==> src/rtl/memwb_writeback_stage.sv <==
// MEM/WB pipeline register and load-result formatter for the 5-stage MIPS core.
// Produces the write-back tuple (rd, data, per-byte enable) and the EX/MEM forwardability mask.
module memwb_writeback_stage #(
  parameter int DATA_WIDTH = 32,
  parameter int ADDR_WIDTH = 5
) (
  input  logic                  clk,
  input  logic                  rst,
  input  logic                  stall,
  input  logic                  flush,
  input  logic                  exmem_reg_write,
  input  logic [ADDR_WIDTH-1:0] exmem_rd_addr,
  input  logic [DATA_WIDTH-1:0] exmem_alu_result,
  input  logic [2:0]            exmem_load_op,
  input  logic [DATA_WIDTH-1:0] mem_rdata,
  output logic [3:0]            exmem_byte_en,
  output logic [ADDR_WIDTH-1:0] memwb_rd_addr,
  output logic [DATA_WIDTH-1:0] memwb_data,
  output logic [3:0]            memwb_byte_en
);

  localparam logic [2:0] OP_NONE = 3'b000;
  localparam logic [2:0] OP_LW   = 3'b001;
  localparam logic [2:0] OP_LB   = 3'b010;
  localparam logic [2:0] OP_LBU  = 3'b011;
  localparam logic [2:0] OP_LH   = 3'b100;
  localparam logic [2:0] OP_LHU  = 3'b101;
  localparam logic [2:0] OP_LWL  = 3'b110;
  localparam logic [2:0] OP_LWR  = 3'b111;

  logic                  reg_write_q, reg_write_d;
  logic [ADDR_WIDTH-1:0] rd_addr_q, rd_addr_d;
  logic [2:0]            load_op_q, load_op_d;
  logic [1:0]            offset_q, offset_d;
  logic [DATA_WIDTH-1:0] result_q, result_d;
  logic [DATA_WIDTH-1:0] rdata_q, rdata_d;
  logic                  held_q, held_d;

  logic [DATA_WIDTH-1:0] rd_word;
  logic [7:0]            sel_byte;
  logic [15:0]           sel_half;
  logic [DATA_WIDTH-1:0] fmt_data;
  logic [3:0]            fmt_be;

  // Load results are not known until MEM/WB, so only plain ALU writes may forward.
  always_comb begin
    exmem_byte_en = 4'b0000;
    if (exmem_reg_write && (exmem_rd_addr != '0) && (exmem_load_op == OP_NONE)) begin
      exmem_byte_en = 4'b1111;
    end
  end

  always_comb begin
    reg_write_d = reg_write_q;
    rd_addr_d   = rd_addr_q;
    load_op_d   = load_op_q;
    offset_d    = offset_q;
    result_d    = result_q;
    if (flush) begin
      reg_write_d = 1'b0;
      rd_addr_d   = '0;
      load_op_d   = OP_NONE;
      offset_d    = 2'b00;
      result_d    = '0;
    end else if (!stall) begin
      reg_write_d = exmem_reg_write;
      rd_addr_d   = exmem_rd_addr;
      load_op_d   = exmem_load_op;
      offset_d    = exmem_alu_result[1:0];
      result_d    = exmem_alu_result;
    end
  end

  // The RAM word is only valid in the first MEM/WB cycle; keep it for the rest of a stall.
  always_comb begin
    held_d  = stall && !flush;
    rdata_d = rdata_q;
    if (stall && !flush && !held_q) begin
      rdata_d = mem_rdata;
    end
  end

  always_ff @(posedge clk or posedge rst) begin
    if (rst) begin
      reg_write_q <= 1'b0;
      rd_addr_q   <= '0;
      load_op_q   <= OP_NONE;
      offset_q    <= 2'b00;
      result_q    <= '0;
      rdata_q     <= '0;
      held_q      <= 1'b0;
    end else begin
      reg_write_q <= reg_write_d;
      rd_addr_q   <= rd_addr_d;
      load_op_q   <= load_op_d;
      offset_q    <= offset_d;
      result_q    <= result_d;
      rdata_q     <= rdata_d;
      held_q      <= held_d;
    end
  end

  assign rd_word = held_q ? rdata_q : mem_rdata;

  always_comb begin
    sel_byte = 8'h00;
    case (offset_q)
      2'd0: sel_byte = rd_word[7:0];
      2'd1: sel_byte = rd_word[15:8];
      2'd2: sel_byte = rd_word[23:16];
      2'd3: sel_byte = rd_word[31:24];
      default: sel_byte = 8'h00;
    endcase
    sel_half = offset_q[1] ? rd_word[31:16] : rd_word[15:0];
  end

  always_comb begin
    fmt_data = result_q;
    fmt_be   = 4'b1111;
    case (load_op_q)
      OP_NONE: fmt_data = result_q;
      OP_LW:   fmt_data = rd_word;
      OP_LB:   fmt_data = {{(DATA_WIDTH-8){sel_byte[7]}}, sel_byte};
      OP_LBU:  fmt_data = {{(DATA_WIDTH-8){1'b0}}, sel_byte};
      OP_LH:   fmt_data = {{(DATA_WIDTH-16){sel_half[15]}}, sel_half};
      OP_LHU:  fmt_data = {{(DATA_WIDTH-16){1'b0}}, sel_half};
      OP_LWL: begin
        // Memory bytes land in the upper lanes; lower lanes keep the old register value.
        fmt_data = rd_word << {(2'd3 - offset_q), 3'b000};
        case (offset_q)
          2'd0: fmt_be = 4'b1000;
          2'd1: fmt_be = 4'b1100;
          2'd2: fmt_be = 4'b1110;
          default: fmt_be = 4'b1111;
        endcase
      end
      OP_LWR: begin
        fmt_data = rd_word >> {offset_q, 3'b000};
        case (offset_q)
          2'd0: fmt_be = 4'b1111;
          2'd1: fmt_be = 4'b0111;
          2'd2: fmt_be = 4'b0011;
          default: fmt_be = 4'b0001;
        endcase
      end
      default: fmt_data = result_q;
    endcase
  end

  assign memwb_rd_addr = rd_addr_q;
  assign memwb_data    = fmt_data;
  assign memwb_byte_en = (reg_write_q && (rd_addr_q != '0)) ? fmt_be : 4'b0000;

endmodule

==> config.mk <==
export PLATFORM = sky130hd
export DESIGN_NAME = memwb_writeback_stage
export DESIGN_NICKNAME = d
export VERILOG_FILES = /design/src/rtl/memwb_writeback_stage.sv
export SDC_FILE = /design/constraint.sdc
export NUM_CORES = 1
export LEC_CHECK = 0
export BUFFER_PORTS_ARGS = -buffer_cell sky130_fd_sc_hd__buf_2
export CAP_MARGIN = 20
export CORE_AREA = 2 2 108 110
export CTS_BUF_LIST = sky130_fd_sc_hd__clkbuf_4
export DETAILED_ROUTE_END_ITERATION = 8
export DIE_AREA = 0 0 110 112
export GPL_TIMING_DRIVEN = 0
export PLACE_DENSITY_LB_ADDON = 0.12
export SYNTH_ARGS = -nofsm -noshare
export SYNTH_HDL_FRONTEND = slang
export SYNTH_SLANG_ARGS = --single-unit
export TNS_END_PERCENT = 50
==> constraint.sdc <==
create_clock -name clk -period 2.45 [get_ports clk]
set_input_delay 0.1225 -clock clk [delete_from_list [all_inputs] [get_ports clk]]
set_output_delay 0.1225 -clock clk [all_outputs]
set_load 0.005 [all_outputs]
Word level (Yosys, flattened, before mapping)
Index checks and enable logic that the tools add are counted.
- $lt $le $gt $ge: 0
- divide/modulo/power cells: 0
- eq/ne operators: 11
- $mul: 0
- shifts and indexed selects: 2
- add/sub/neg operators: 1
- bitwise operators: 0
- reduce and logical (&&, ||, !) cells: 12
- multiplexer cells: 19
- operator list (kind ; count):
    $pmux 32 s8 ; 1
    $mux 32 ; 3
    $pmux 8 s4 ; 1
    $shl 32x5->32 ; 1
    $shr 32x5->32 ; 1
    $mux 16 ; 1
    $eq 3x3->1 const B ; 4
    $pmux 4 s3 ; 1
    $mux 5 ; 2
    $reduce_bool 5->1 ; 2
    $pmux 3 s3 ; 1
    $mux 4 ; 2
    $pmux 4 s2 ; 1
    $eq 3x2->1 const B ; 2
    $logic_not 3->1 ; 2
    $mux 3 ; 2
    $logic_and 1x1->1 ; 5
    $eq 2x2->1 const B ; 2
    $mux 2 ; 2
    $eq 3x1->1 const B ; 1
    $eq 2x1->1 const B ; 1
    $logic_not 1->1 ; 2
    $logic_not 2->1 ; 1
    $mux 1 ; 2
    other kinds (2) ; 2
- input bits: 77
- memory bits (writable): 0
- bits in latches: 0
- ROM bits: 0
- memories: 0
- register bits: 76

Longest topological paths before layout
Gate-level depths: netlist (run 1).
- depth after elaboration: 4
- mapped depth: 8
- depth with buffers taken out: 4

Least setup slack after synthesis (run 1)
OpenSTA, ideal clock, no wires.
- kind: flip-flop to output port
- start point: register held_q
- end point: output memwb_data[4]
- cell stages (with the launch flop): 8
- slack: 0.494 ns
- arrival: 1.834 ns
- required time: 2.328 ns
- path buffers: 3
- cell sequence: dfrtp_1 > buf_6 > buf_12 > buf_12 > mux2i_1 > mux4_2 > or3_1 > a31oi_1
- longest elaborated chain between the ends: 3
- elaborated cells between the ends (all ways): 6
- RTL lines (what ; RTL line ; RTL):
    start: declaration ; 37 ; logic held_q, held_d;
    start signal: assignment ; 99 ; held_q <= held_d;
    $mux 32 * ; 103 ; assign rd_word = held_q ? rdata_q : mem_rdata;
    $shr 32x5->32, or another cell as far along ; 138 ; fmt_data = rd_word >> {offset_q, 3'b000};
    $pmux 32 s8 * ; 120 ; case (load_op_q)
    end: declaration ; 18 ; output logic [DATA_WIDTH-1:0] memwb_data,
Every way passes the cells marked *; elsewhere a longest branch is shown, timed or not.

Worst setup path in the final report (run 1)
- start point: register held_q
- end point: output memwb_data[15]
Same word-level chain as after synthesis.

==> results of run 1 <==
==> registers in the layout, indices dropped and copies added, names as in the netlist <==
name           cells
rdata_q           32
result_q          31
memwb_rd_addr      5
load_op_q          3
held_q             1
offset_q           1
reg_write_q        1
==> cell families after synthesis <==
logic type	count (synthesis)	synth area share
multiplexers	126	0.2774
AND/OR/NAND/NOR	136	0.1266
buffers and inverters	59	0.05862
flip-flops	74	0.3630
AO/OA/AOI/OAI	116	0.1744
==> worst min-delay path by stage <==
stage,from,end,slack [ns],cells after the start
3_3_place_gp,exmem_alu_result[23],result_q[23],0.36,3
3_5_place_dp,rst,rdata_q[2],0.17,2
2_1_floorplan,mem_rdata[30],rdata_q[30],0.27,1
6_report,flush,held_q,0.08,2
5_1_grt,stall,held_q,0.09,2
4_1_cts,stall,held_q,0.08,2
==> what timing repair did <==
| item | 4_1_cts | 5_1_grt |
|---|---|---|
| pin swaps | 6 | 16 |
| hold buffers | 75 | 0 |
| buffers inserted | 8 | 11 |
| resized for setup | 57 | 53 |
| endpoints found under the setup margin | 35 | 36 |
| gates cloned | 1 | 3 |
| hold endpoints to repair | 108 | 0 |
==> worst reg2reg max path, cell delays in order (launching register included) <==
cell	delay (ns)
dfrtp_1	0.39
buf_6	0.14
clkbuf_16	0.17
buf_4	0.13
nor2b_1	0.09
clkbuf_1	0.22
buf_2	0.37
mux2_2	0.39
==> cell usage in the layout (no fill, tap or decap), types with 4 or more instances in the layout <==
| cell type | count |
|---|---|
| mux2i_2 | 11 |
| dlygate4sd3_1 | 75 |
| nor2_2 | 4 |
| o22ai_1 | 16 |
| clkbuf_4 | 16 |
| buf_6 | 7 |
| nor2b_1 | 5 |
| o21ai_0 | 7 |
| a221oi_1 | 5 |
| mux2_4 | 8 |
| nand3_1 | 5 |
| buf_1 | 5 |
| buf_4 | 19 |
| a21oi_1 | 8 |
| mux2i_1 | 52 |
| nor2_1 | 68 |
| mux2_2 | 42 |
| clkbuf_2 | 12 |
| buf_2 | 125 |
| buf_12 | 5 |
| o22a_1 | 7 |
| o221ai_1 | 7 |
| clkbuf_1 | 9 |
| nor4_1 | 4 |
| nor3_1 | 13 |
| mux2i_4 | 6 |
| a21o_1 | 4 |
| mux4_2 | 7 |
| nand2b_1 | 7 |
| inv_1 | 9 |
| dfrtp_1 | 73 |
| o32a_1 | 11 |
| nand2_1 | 8 |
| a31oi_1 | 10 |
==> power breakdown <==
part           total (mW)  leakage [nW]  internal (mW)  switching (mW)
clock               0.998        0.0987          0.538           0.460
sequential           1.46         0.932           1.35           0.103
combinational        1.34          2.34          0.669           0.675
total                3.80          3.37           2.56            1.24
==> layer usage <==
metal / up-vias / part of all wire / global-route usage / routed length [um]
met4: 0 / 0.037 / 0.1224 / 735
li1: 2398 / - / - / -
met2: 280 / 0.46 / 0.5149 / 9225
met5: - / 0 / 0 / 0
met3: 51 / 0.079 / 0.06967 / 1585
met1: 2568 / 0.42 / 0.4250 / 8470
==> through the flow <==
| step | setup WS [ns] | setup TNS (ns) |
|---|---|---|
| final | -0.2749 | -6.543 |
| after global routing | -0.3550 | -8.521 |
| after CTS | -0.2858 | -7.047 |
| after detailed placement | -0.08974 | -0.1456 |
| after global placement | -0.4504 | -35.09 |
| after floorplan | 0.4459 | 0 |
==> final cells by class <==
| class | instances | area, um^2 | area share |
|---|---|---|---|
| Multi-Input combinational cell | 378 | 3257 | 0.4367 |
| Sequential cell | 74 | 1853 | 0.2485 |
| Timing Repair Buffer | 218 | 1618 | 0.2169 |
| Buffer | 48 | 320.3 | 0.04295 |
| Tap cell | 143 | 178.9 | 0.02399 |
| Clock inverter | 5 | 102.6 | 0.01376 |
| Clock buffer | 11 | 82.58 | 0.01107 |
| Inverter | 11 | 45.04 | 0.006040 |
==> results.md, run 1 <==
- Global route total overflow: 0
- Global-route wire length before repair: 29570 um
- DRT antenna net count: 0
- Die X: 110 um
- Avg WL per Cell: 22.54 um
- Diodes inserted: 0
- CTS tree: built
- Final Total Pwr: 3.799 mW
- DRT iter0 DRCs: 511
- Yosys top cell area share: 0.3630
- Outcome: finished with violations
- Max Fclk: 0.3670 GHz
- Violated checks: negative setup slack
- Crit path buf inv count: 4
- CP Capture Type: output port
- Crit path launch type: register
- Placed cell area: 0.005906 mm^2
- Number of global-route vias before repair: 5352
- Cells after Synth: 511
- Slew headroom: 0.4881
- Leak pwr: 3.366 nW
- Area delta synth->final: 46.19%
- Final Util: 0.6673
- Initial antenna violation count: 0
- Most numerous cell in the Yosys netlist: dfrtp_1
- Top cells by area in the synthesized netlist: dfrtp_1 36%, mux2i_1 14%, mux2_2 11%
- Via count: 5297
- Worst skew pair latency: 0.44 ns
- R2r setup slk: 0.43 ns
- Post-route insts no fill: 888
- RSZ-0062 raised after global routing: yes
- DRC Markers: 0
- Starting Density: 0.4565
- Largest net degree at the start of global routing: 40
- Worst Hold Class: input port to register
- Number of max-cap violations: 0
- Worst EP arrival: 2.60 ns
- Critical R2R Capture: rdata_q[13]
- Share of cells above drive strength 1: 0.4027
- DPL Wire Length: 14110 um
- PortBufs: 119
- Register area share after synthesis: 0.3630
- Fin area: 0.007457 mm^2
- Post-Route WL: 20020 um
- Worst-path clk slew: 0.12 ns
- Cts bufs inserted: 9
- Minimum clock period: 2.725 ns
- DR pass1 iterations: 5
- Reg2Reg Launch Point: held_q
- Sink Count: 74
- Routability cong.: 0.9722
- Async set-reset flop share out of synthesis: 1.000
- Worst Skew: 0.006795 ns
- Delay-heaviest family, CP: multiplexers
- Worst Slack Setup Final: -0.2749 ns
- Placed Instances: 775
- Setup CP Type: register to output port
- Crit path from: held_q
- CP cell instances: buf_6 -> clkbuf_16 -> mux2_2 -> mux4_2 -> o21ai_4 -> buf_4 -> a31oi_1 -> buf_2
- Via density: 5.965
- Dominant cell type by area after synthesis: dfrtp_1
- Synth Cell Area: 0.005101 mm^2
- Worst-Margin Slew: 0.7678 ns
- Ys Warns: 0
- Final hold vios: 0
- Synth Flop Type: dfrtp_1
- Yosys reg bits: 74
- # setup viols final: 31
- Die area: 0.01232 mm^2
- IO Count: 122
- Final #Nets: 817
- CP Data Required Time: 2.33 ns
- Core Region: 0.01117 mm^2
- Gr usage total: 0.3225
- Max Root-Sink Buffers: 2
- H-tree levels: 3
- Die Height: 112 um
- IR drop worst, VDD: 0.0002730 V
- Slowest cell on the critical path: mux4_2
- Pins Over Slew Limit: 0
- Slowest stage delay, CP: 0.53 ns
- Syn nets: 588
- Clock root buffer: clkbuf_4
- Synthesized area per cell: 9.983 um^2
- Register-to-Register Path Depth: 7
- Levels on crit path: 8
- Min Hold Slack: 0.07676 ns
- CP endpoint: memwb_data[15]
- Power per cell area: 509.4 mW/mm^2
- Post-synth EDFFs: 0
- Placement Rows: 39
- Netlist cell types: 57
- Fill count: 919
- Commonest cells post-synth: 74 x dfrtp_1, 73 x nor2_1, 69 x mux2i_1
- Final Cycle Share: 1.112
- CP max FO: 6
(Power assumes the default switching activity.)
==> inputs of run 2 (changes only) <==
--- a/config.mk
+++ b/config.mk
@@ -5,7 +5,8 @@
 export SDC_FILE = /design/constraint.sdc
 export NUM_CORES = 1
 export LEC_CHECK = 0
-export BUFFER_PORTS_ARGS = -buffer_cell sky130_fd_sc_hd__buf_2
+export ABC_AREA = 0
+export BUFFER_PORTS_ARGS = -buffer_cell sky130_fd_sc_hd__clkbuf_2
 export CAP_MARGIN = 20
 export CORE_AREA = 2 2 108 110
 export CTS_BUF_LIST = sky130_fd_sc_hd__clkbuf_4
==> constraint.sdc (replaced) <==
create_clock -name clk -period 2.45 [get_ports clk]
set_input_delay 0.1225 -clock clk [delete_from_list [all_inputs] [get_ports clk]]
set_output_delay 0.1225 -clock clk [all_outputs]
set_load 0.02 [all_outputs]
==> run 2 against run 1 <==
Against the previous run: the run still ends with negative setup slack left; register-to-register slack better by 0.17 ns; die area did not move; critical path depth up 1; cell area shrank 0.67%; largest cell class unchanged; count of clock-buffer cells in the layout unchanged; sequential share of layout area increased by 0.17 points; non-clock buffer count down 1; clock skew up 0.0072 ns; sequential cell count unchanged; via count up 0.89%.
==> results.md, run 2 (synthesized netlist as in run 1, its figures left out) <==
- Pins Over Slew Limit: 0
- Core Region: 0.01117 mm^2
- Top reg by flops: rdata_q
- Switching Power: 1.355 mW
- Minimum clock period: 2.829 ns
- Outcome: finished with violations
- Die X: 110 um
- Worst-path clk slew: 0.11 ns
- Gate power share: 0.386
- H-tree levels: 3
- DRT met1 WL: 8451 um
- CP Data Required Time: 2.33 ns
- DRT antenna net count: 0
- R2r setup slk: 0.60 ns
- Most frequent cells in the layout: 107 x clkbuf_2, 75 x dlygate4sd3_1, 73 x dfrtp_1
- Worst EP arrival: 2.71 ns
- Met2 WL: 9348 um
- Max Root-Sink Buffers: 2
- Commonest non-fill, non-tap cell in the layout: clkbuf_2
- Fill count: 892
- Placed Instances: 775
- Sequential power share: 0.380
- Share of cells above drive strength 1: 0.3952
- Worst skew pair latency: 0.48 ns
- Avg WL per Cell: 22.81 um
- Crit path from: held_q
- Die area: 0.01232 mm^2
- Hold path startpoint: flush
- # setup viols final: 32
- PortBufs: 119
- Critical R2R Capture: rdata_q[25]
- Max Fclk: 0.3535 GHz
- Largest register FFs: 32
- IO Count: 122
- Gr usage total: 0.3299
- DRC Markers: 0
- Worst Hold Class: input port to register
- Final hold vios: 0
- Diodes inserted: 0
- Final Total Pwr: 3.822 mW
- Routability cong.: 0.9779
- IR drop worst, VDD: 0.0004040 V
- Largest net degree at the start of global routing: 43
- Initial antenna violation count: 0
- Die Height: 112 um
- Leak pwr: 3.356 nW
- RSZ-0062 raised after global routing: yes
- Final Cycle Share: 1.154
- Worst-Margin Slew: 0.7627 ns
- Slew headroom: 0.4915
- Worst hold stages: 2
- Internal power: 2.467 mW
- DRT iter0 DRCs: 590
- Via density: 6.025
- DPL Wire Length: 14270 um
- Length of routed met3 wiring: 1683 um
- Post-route insts no fill: 887
- DR pass1 iterations: 5
- Global route total overflow: 0
- Fin Setup TNS: -8.906 ns
- Number of max-cap violations: 0
- Via count: 5344
- CTS tree: built
- Post-Route WL: 20230 um
- Worst Slack Setup Final: -0.3785 ns
- Sw frac: 0.3546
- Worst Skew: 0.01400 ns
- Worst Hold End: held_q
- Number of global-route vias before repair: 5297
- Violated checks: negative setup slack
- Share of total power in the clock network: 0.234
- Placement Rows: 39
- Starting Density: 0.4565
- Register-to-Register Path Depth: 6
- Area delta synth->final: 45.20%
- Reg2Reg Launch Point: held_q
- Sink Count: 74
- Global-route wire length before repair: 29880 um
- Setup CP Type: register to output port
- Crit path launch type: register
- Power per cell area: 516.0 mW/mm^2
- Cts bufs inserted: 9
- Final #Nets: 816
- Clock root buffer: clkbuf_4
- Final Util: 0.6629
- Top Layer Used: met4
- Dpl ws: -0.1912 ns
- CP max FO: 6
- CP Capture Type: output port
## run 2: changes by cell type in the layout (fill, tap and decap cells not counted), sizes merged
| cell | previous run | this run |
|---|---|---|
| bufinv | 3 | 2 |
| clkbuf | 40 | 141 |
| buf | 162 | 60 |
| clkinv | 3 | 4 |
## run 2: power groups by stage
stage                     combinational (mW)  clock [mW]  sequential, mW
after floorplan                        0.774           0            1.44
after global placement                  1.15           0            1.45
after detailed placement                1.17           0            1.46
after CTS                               1.36       0.904            1.44
after global routing                    1.55       0.956            1.47
final                                   1.48       0.894            1.45
## run 2: final cells by class
cell class              instances  area (um^2)  area share
clock inverters                 5        78.83     0.01064
flip-flops and latches         74         1853      0.2502
repair buffers                217         1637      0.2209
clock buffers                  11        82.58     0.01115
multi-input cells             378         3209      0.4333
well taps                     143        178.9     0.02416
inverters                      11        45.04    0.006081
plain buffers                  48        322.8     0.04358
## run 2: how the worst max path moves through the flow
stage	endpoint	slack, ns	cells past startpoint
finish	memwb_data[25]	-0.38	9
global route	memwb_data[13]	-0.42	9
CTS	memwb_data[13]	-0.36	9
detailed placement	memwb_data[0]	-0.19	7
global placement	memwb_data[7]	-0.49	6
floorplan	memwb_data[4]	0.28	7
## run 2: timing repair
action	4_1_cts	5_1_grt
pin swaps	3	9
resized for setup	65	68
buffers inserted	8	9
hold buffers	75	0
endpoints found under the hold margin	106	0
cloned	1	3
setup endpoints to repair	36	36
## run 2: routing by layer
layer  track usage  vias up
li1              -     2392
met1        0.4484     2580
met2        0.5112      321
met3       0.06674       51
met4        0.1333        0
met5             0        -
## run 2: stage by stage
| step | hold WS [ns] | instance area [um^2] |
|---|---|---|
| 3_5_place_dp | 0.1440 | 5906 |
| 6_report | 0.04924 | 7407 |
| 5_1_grt | 0.07759 | 7407 |
| 4_1_cts | 0.05019 | 7102 |
| 2_1_floorplan | 0.2742 | 5101 |
| 3_3_place_gp | 0.3654 | 5876 |
## run 2: critical path: stages, from the launching register on
cell and delay, ns:
dfrtp_1 0.39, buf_6 0.15, buf_12 0.14, buf_12 0.14, clkbuf_16 0.16, mux2i_2 0.41, o2bb2ai_2 0.16, nor3_1 0.09
o32a_1 0.41, buf_4 0.18
